### config.mk
export PLATFORM = sky130hd
export DESIGN_NAME = rle_encoder
export DESIGN_NICKNAME = d
export VERILOG_FILES = /design/src/rtl/rle_encoder.sv
export SDC_FILE = /design/constraint.sdc
export NUM_CORES = 1
export LEC_CHECK = 0
export ABC_AREA = 1
export ABC_CLOCK_PERIOD_IN_PS = 2550
export BUFFER_PORTS_ARGS = -buffer_cell sky130_fd_sc_hd__buf_2
export CORE_ASPECT_RATIO = 0.75
export CORE_MARGIN = 2
export CORE_UTILIZATION = 50
export DETAILED_ROUTE_END_ITERATION = 8
export PLACE_DENSITY = 0.7
export SLEW_MARGIN = 20
export SYNTH_ARGS = -nofsm -noshare
export SYNTH_HDL_FRONTEND = slang
export SYNTH_SLANG_ARGS = --single-unit
export TNS_END_PERCENT = 20
### constraint.sdc
create_clock -name clk -period 2.55 [get_ports clk]
set_input_delay 0.51 -clock clk [delete_from_list [all_inputs] [get_ports clk]]
set_output_delay 0.51 -clock clk [all_outputs]
set_load 0.005 [all_outputs]
### src/rtl/rle_encoder.sv
// -----------------------------------------------------------------------------
// rle_encoder
//   Host-side run-length compressor. Raw N-bit words are scanned LSB first,
//   one bit per clock. The encoder emits 8-bit run codes:
//     code[7]              = value of the bits in the run
//     code[$clog2(N):0]    = run length, 1..N
//     all other code bits  = 0
//   Runs carry across word boundaries within a block. A run longer than N
//   is split into codes of length N plus the remainder. The last code of a
//   block (the block ends on a word flagged word_last) has code_eob set.
//
// Ports
//   clk         in   1  clock, rising edge
//   reset       in   1  synchronous, active-low reset
//   word_in     in   N  raw data word, scanned LSB first
//   word_valid  in   1  word_in / word_last valid
//   word_last   in   1  word_in is the final word of the block
//   word_ready  out  1  encoder accepts a word this cycle
//   code_out    out  8  run code (registered)
//   code_valid  out  1  code_out valid, held stable until accepted
//   code_ready  in   1  consumer accepts the code this cycle
//   code_eob    out  1  code_out is the final code of the block
// -----------------------------------------------------------------------------
module rle_encoder #(
   parameter int N = 32
) (
   input  logic         clk,
   input  logic         reset,
   input  logic [N-1:0] word_in,
   input  logic         word_valid,
   input  logic         word_last,
   output logic         word_ready,
   output logic [7:0]   code_out,
   output logic         code_valid,
   input  logic         code_ready,
   output logic         code_eob
);

   localparam int IDX_W = $clog2(N);
   localparam int LEN_W = IDX_W + 1;

   localparam logic [IDX_W-1:0] IDX_LAST = IDX_W'(N - 1);
   localparam logic [LEN_W-1:0] LEN_MAX  = LEN_W'(N);

   localparam logic [1:0] ST_IDLE  = 2'd0;
   localparam logic [1:0] ST_SCAN  = 2'd1;
   localparam logic [1:0] ST_EMIT  = 2'd2;
   localparam logic [1:0] ST_FLUSH = 2'd3;

   logic [1:0]       r_state;
   logic [N-1:0]     r_shreg;
   logic [IDX_W-1:0] r_bit_idx;
   logic             r_run_bit;
   logic [LEN_W-1:0] r_run_len;
   logic             r_last_f;
   logic [7:0]       r_code_out;
   logic             r_code_valid;
   logic             r_code_eob;

   logic             w_bit;
   logic             w_start;
   logic             w_extend;
   logic             w_consume;
   logic             w_new_bit;
   logic [LEN_W-1:0] w_new_len;
   logic             w_last_bit;
   logic [7:0]       w_code_cur;
   logic [7:0]       w_code_new;

   // Bit under examination and the run decision for it.
   assign w_bit      = r_shreg[r_bit_idx];
   assign w_start    = (r_run_len == '0);
   assign w_extend   = !w_start && (w_bit == r_run_bit) && (r_run_len < LEN_MAX);
   assign w_consume  = w_start || w_extend;
   assign w_new_bit  = w_start ? w_bit : r_run_bit;
   assign w_new_len  = w_start ? LEN_W'(1) : (r_run_len + LEN_W'(1));
   assign w_last_bit = (r_bit_idx == IDX_LAST);

   // Code for the run as it stands (bit change / cap) and for the run
   // including the bit being consumed (end of block).
   assign w_code_cur = {r_run_bit, 7'(r_run_len)};
   assign w_code_new = {w_new_bit, 7'(w_new_len)};

   assign word_ready = reset && (r_state == ST_IDLE);
   assign code_out   = r_code_out;
   assign code_valid = r_code_valid;
   assign code_eob   = r_code_eob;

   always_ff @(posedge clk) begin
      if (!reset) begin
         r_state      <= ST_IDLE;
         r_shreg      <= '0;
         r_bit_idx    <= '0;
         r_run_bit    <= 1'b0;
         r_run_len    <= '0;
         r_last_f     <= 1'b0;
         r_code_out   <= 8'h00;
         r_code_valid <= 1'b0;
         r_code_eob   <= 1'b0;
      end else begin
         case (r_state)
            ST_IDLE: begin
               // An open run from the previous word is deliberately kept.
               if (word_valid) begin
                  r_shreg   <= word_in;
                  r_last_f  <= word_last;
                  r_bit_idx <= '0;
                  r_state   <= ST_SCAN;
               end
            end
            ST_SCAN: begin
               if (w_consume) begin
                  r_run_bit <= w_new_bit;
                  r_run_len <= w_new_len;
                  if (w_last_bit) begin
                     if (r_last_f) begin
                        r_code_out   <= w_code_new;
                        r_code_valid <= 1'b1;
                        r_code_eob   <= 1'b1;
                        r_state      <= ST_FLUSH;
                     end else begin
                        r_state <= ST_IDLE;
                     end
                  end else begin
                     r_bit_idx <= r_bit_idx + IDX_W'(1);
                  end
               end else begin
                  // Run ended by a bit change or by the length cap; the
                  // current bit stays put and is re-examined after EMIT.
                  r_code_out   <= w_code_cur;
                  r_code_valid <= 1'b1;
                  r_code_eob   <= 1'b0;
                  r_state      <= ST_EMIT;
               end
            end
            ST_EMIT: begin
               if (code_ready) begin
                  r_run_len    <= '0;
                  r_code_valid <= 1'b0;
                  r_state      <= ST_SCAN;
               end
            end
            ST_FLUSH: begin
               if (code_ready) begin
                  r_run_len    <= '0;
                  r_bit_idx    <= '0;
                  r_code_valid <= 1'b0;
                  r_code_eob   <= 1'b0;
                  r_state      <= ST_IDLE;
               end
            end
            default: begin
               r_state <= ST_IDLE;
            end
         endcase
      end
   end

endmodule

# After elaboration in Yosys (flattened, before gate mapping)
# Index checks and enable logic that the tools add are counted.
# W data, S select, Z words.
[classes]
addsub = 2
n_lt_le_gt_ge = 2
eq_ne = 15
mux = 29
reduce_logical = 19
[op_table]
columns = ["operator", "n"]
rows = [
  ["$mux W8", 3],
  ["$mux W5", 4],
  ["$mux W6", 3],
  ["$pmux W5 S3", 1],
  ["$mux W2", 6],
  ["$ne A2 B2 Y1 const B", 6],
  ["$pmux W6 S2", 1],
  ["$reduce_and A4 Y1", 3],
  ["$pmux W2 S4", 1],
  ["$mux W1", 7],
  ["$add A6 B1 Y6 const B", 1],
  ["$logic_not A6 Y1", 1],
  ["$lt A5 B6 Y1 const B", 1],
  ["$lt A6 B6 Y1 const B", 1],
  ["$ne A3 B3 Y1 const B", 2],
  ["$reduce_and A3 Y1", 2],
  ["$add A5 B1 Y5 const B", 1],
  ["$bmux W1 S5", 1],
  ["$eq A5 B5 Y1 const B", 1],
  ["$reduce_and A5 Y1", 1],
  ["$eq A2 B2 Y1 const B", 2],
  ["$ne A2 B1 Y1 const B", 2],
  ["$pmux W1 S2", 2],
  ["$reduce_and A2 Y1", 2],
  ["9 further kinds", 12],
]
[word_totals]
register_bits = 57
input_bits = 37
out_inout_bits = 11
wordCells = 76

# Depth between registers and ports, before layout
[depth]
word_depth = 8
ltp_mapped = 18

# Worst setup path after synthesis
# OpenSTA, ideal clock, no wires.
[synth_path]
path_kind = "register to register"
startpoint = "register r_bit_idx[0]"
endpoint = "register r_code_out[2], in the netlist code_out[2]"
setup_ns = 0.113
t_arrival_ns = 1.690
t_required_ns = 2.437
path_slack_ns = 0.747
stages_incl_launch_ff = 19
synth_period_minus_slack_ns = 1.803
path_cell_list = "dfxtp_1 buf_6 inv_8 buf_8 nand2_2 nand3_1 nand3_1 nand2_1 nand2_1 nand3_2 nand2_2 nand2_2 nand3_4 nand2_4 buf_8 nand3_1 o21ai_1 nor2_1 nor2_1"
[synth_between]
elab_chain_cells = 8
word_cells_on_any_way = 11
cone_classes = "eq/ne: 4; mux: 3; reduce/logical: 4"
[synth_lines]
columns = ["element", "line", "rtl"]
rows = [
  ["start: declaration", "52", "logic [IDX_W-1:0] r_bit_idx;"],
  ["start signal: assignment", "125", "r_bit_idx <= r_bit_idx + IDX_W'(1);"],
  ["$bmux W1 S5", "71", "assign w_bit = r_shreg[r_bit_idx];"],
  ["$mux W1 (implied by the code)", "71", ""],
  ["$eq A1 B1 Y1", "73", "assign w_extend = !w_start && (w_bit == r_run_bit) && (r_run_len < LEN_MAX);"],
  ["$logic_and A1 B1 Y1 (2 in a row)", "73", ""],
  ["$logic_or A1 B1 Y1", "74", "assign w_consume = w_start || w_extend;"],
  ["$ne A2 B1 Y1 (no source line) / $ne A2 B2 Y1 (equally long branches)", "n/a", ""],
  ["$reduce_and A3 Y1 (no source line)", "n/a", ""],
  ["end signal: assignment", "117", "r_code_out <= w_code_new;"],
  ["end signal: assignment", "130", "r_code_out <= w_code_cur;"],
  ["end: declaration", "56", "logic [7:0] r_code_out;"],
]
# Several ways; a longest one is shown, not always the timed one. The select of a mux whose other input is x is not followed.
# A chain may end at the register's enable or synchronous reset.

# Worst setup path after layout
[layout_path]
startpoint = "register r_bit_idx[1]"
endpoint = "register r_code_out[7], in the netlist code_out[7]"
# The elaborated chain is that of the path after synthesis.

==> impl_metrics.env <==
export IMPL_status="finished, final reports clean"
export IMPL_syn_num_nets=485
export IMPL_met3WireLength_um=314
export IMPL_synthCells=440
export IMPL_crit_required_ps=2760
export IMPL_drc=0
export IMPL_register_area_um2=1120
export IMPL_cts_tree="done"
export IMPL_highest_layer="met4"
export IMPL_period_minus_slack_ps=2170
export IMPL_grt_pass1_wl_um=10600
export IMPL_placementRows=24
export IMPL_cp_cell_sequence="inv_2 > nand3_1 > nand3_1 > nand2_1 > nand2_1 > nand3_2 > nand2_2 > nand2_2 > nand3_4 > nand2_4 > o21ai_4 > nand2_4 > inv_2 > nor2_1 > nor2_1"
export IMPL_ys_ff_latch=56
export IMPL_rsz0062_at_grt="no"
export IMPL_place_worst_setup_slack_ps=413
export IMPL_yosysWarningCount=0
export IMPL_cts_hold_buf=0
export IMPL_clockBufferDepth=2
export IMPL_diodes=0
export IMPL_clock_skew_ps=9.82
export IMPL_fmax_mhz=460
export IMPL_powerDensity_nw_per_um2=1370
export IMPL_insertion_delay_ps=310
export IMPL_dp_hpwl_um=4700
export IMPL_met2_length_um=2450
export IMPL_num_vias=2713
export IMPL_yosysSeqAreaShare_pct=38.1
export IMPL_numCtsBuffers=5
export IMPL_first_pass_iters=4
export IMPL_min_period_over_period_pct=85.2
export IMPL_post_cts_resize_count=0
export IMPL_drtAntennaViolNets=0
export IMPL_wl_per_cell_um=11.2
export IMPL_die_x_um=92.6
export IMPL_cap_violations=0
export IMPL_drtIter0Drc=188
export IMPL_final_layout_size_suffix_gt1_share_pct=16.6
export IMPL_crit_slowest_cell="dfxtp_1"
export IMPL_nets=520
export IMPL_critPathKind="reg -> reg"
export IMPL_port_buffers=46
export IMPL_tightest_slew_ps=935
export IMPL_gr_total_overflow=0
export IMPL_cpPeakStageDelay_ps=600
export IMPL_worst_slack_ps=377
export IMPL_antenna_found_initial=0
export IMPL_max_vdd_ir_drop_v=0.000656
export IMPL_hold_violations=0
export IMPL_dieArea_um2=6520
export IMPL_vias_per_cell=4.91
export IMPL_critPathCaptureType="flop"
export IMPL_final_util_pct=57.4
export IMPL_wirelength_um=6200
export IMPL_final_max_slew_viol_count=0
export IMPL_start_util_pct=51.3
export IMPL_synth_area_um2=2940
export IMPL_cts_htree_levels=2
export IMPL_cts_clk_slew_worst_paths_ps=100
export IMPL_post_cts_buffers=0
export IMPL_relSlewSlack_pct=37.6
export IMPL_areaGrowthSynthToFinish_pct=11.9
export IMPL_fp_dieH_um=70.5
export IMPL_grt_usage_pct=20.0
export IMPL_setup_tns_ps=0
export IMPL_fillers=584
export IMPL_setup_violations=0
export IMPL_crit_fanout=13
export IMPL_yosysUniqueCellTypes=31
export IMPL_arrival_ps=2380
export IMPL_multiInputGateArea_um2=1560
export IMPL_min_path_type="in -> reg"
export IMPL_gp_congestion=0.915
export IMPL_synth_avg_cell_area_um2=6.69
export IMPL_hold_ws_ps=441
export IMPL_p_leak_nw=1.56
export IMPL_io_pins=48
export IMPL_met1Wirelength_um=3360
export IMPL_coreArea_um2=5740
export IMPL_grt_start_max_net_pins=37
export IMPL_cts_root_buf="clkbuf_8"
export IMPL_grt_pass1_vias=2384
export IMPL_crit_path_start_kind="flop"
export IMPL_clock_sinks=56
==> final cells by class <==
cell class                      count  share of cell area (%)
Tap cell                           78                    2.96
Sequential cell                    56                    34.0
Clock inverter                      2                    1.82
Multi-Input combinational cell    330                    47.3
Timing Repair Buffer               50                    7.90
Inverter                           32                    3.88
Clock buffer                        5                    2.09
==> cells by family (layout without fill, tap and decap cells) <==
family | Yosys count | in the layout | share of synthesized area, %
flops | 56 | 56 | 38.1
compound gates | 62 | 62 | 11.1
xor+xnor | 3 | 3 | 0.893
fa+ha+maj | 8 | 8 | 3.40
other cells | 1 | 1 | 0.127
buf+inv | 54 | 89 | 9.01
simple gates | 256 | 256 | 37.4
==> critical path, delay by kind of cell (launching register included) <==
family	cells	cell delay, ps
buf+inv	2	230
flops	1	600
compound gates	1	110
simple gates	12	1130
==> per-stage QoR <==
| stage | instance area [um^2] | power (mW) | std cells |
|---|---|---|---|
| floorplan | 2940 | 3.43 | 440 |
| global placement | 3160 | 3.80 | 546 |
| detailed placement | 3160 | 3.85 | 546 |
| CTS | 3290 | 4.53 | 553 |
| global route | 3290 | 4.97 | 553 |
| finish | 3290 | 4.51 | 553 |
==> cells in the final DEF, fill, tap and decap left out, drive strengths merged <==
cell | synthesis | routed
conb | 1 | 1
nand2 | 93 | 93
nand3b | 2 | 2
ha | 8 | 8
o21ai | 49 | 49
a21oi | 10 | 10
inv | 32 | 32
dfxtp | 56 | 56
bufinv | 0 | 2
clkbuf | 13 | 5
nor2 | 114 | 114
nand4 | 2 | 2
o22ai | 1 | 1
xor2 | 3 | 3
buf | 9 | 50
o31ai | 1 | 1
a211oi | 1 | 1
nand3 | 39 | 39
nor3 | 6 | 6
==> per-layer routing <==
layer  up-vias  track usage, %
met5         -               0
met4         0            5.47
met3         6            3.67
met2        56            27.8
met1      1184            31.2
li1       1467               -
==> sequential cells by signal, indices dropped and copies added (netlist names) <==
name and cells:
r_bit_idx 5, code_out 7, r_last_f 1, code_eob 1
r_run_len 6, r_shreg 32, r_state 2, code_valid 1
r_run_bit 1
==> path summary, 6_finish.rpt <==
kind	end	slack, ps	startpoint	cells after the start
max	code_out[7]	380	r_bit_idx[1]	15
min	r_shreg[7]	440	word_in[7]	3
max reg2reg	code_out[7]	380	r_bit_idx[1]	15
min reg2reg	code_valid	460	code_valid	2
==> power breakdown <==
group / switching [mW] / internal [mW]
sequential: 0.259 / 1.17
combinational: 1.55 / 0.854
clock: 0.283 / 0.387
total: 2.10 / 2.41
==> Yosys cell counts <==
library cell  count  area share, %
nor2_1          114             15
buf_1             1           0.13
conb_1            1           0.13
o22ai_1           1           0.21
inv_8             1           0.38
buf_8             2            1.0
ha_1              8            3.4
nand2_2           9            1.9
nor3_1            6            1.0
o21ai_0          43            7.3
nand3_4           1           0.60
nand3_2           4            1.4
buf_2             3           0.51
o21ai_1           5           0.85
inv_1            27            3.4
nand3b_1          2           0.51
o21ai_4           1           0.55
buf_4             1           0.26
inv_2             4           0.51
clkbuf_1         12            1.5
nand2_4           2           0.76
nand4_1           2           0.42
o31ai_1           1           0.26
clkbuf_8          1           0.47
xor2_1            3           0.89
nand3_1          34            5.8
dfxtp_1          56             38
a211oi_1          1           0.26
a21oi_1          10            1.7
nand2_1          82             10
buf_6             2           0.76
(Power assumes the default switching activity.)
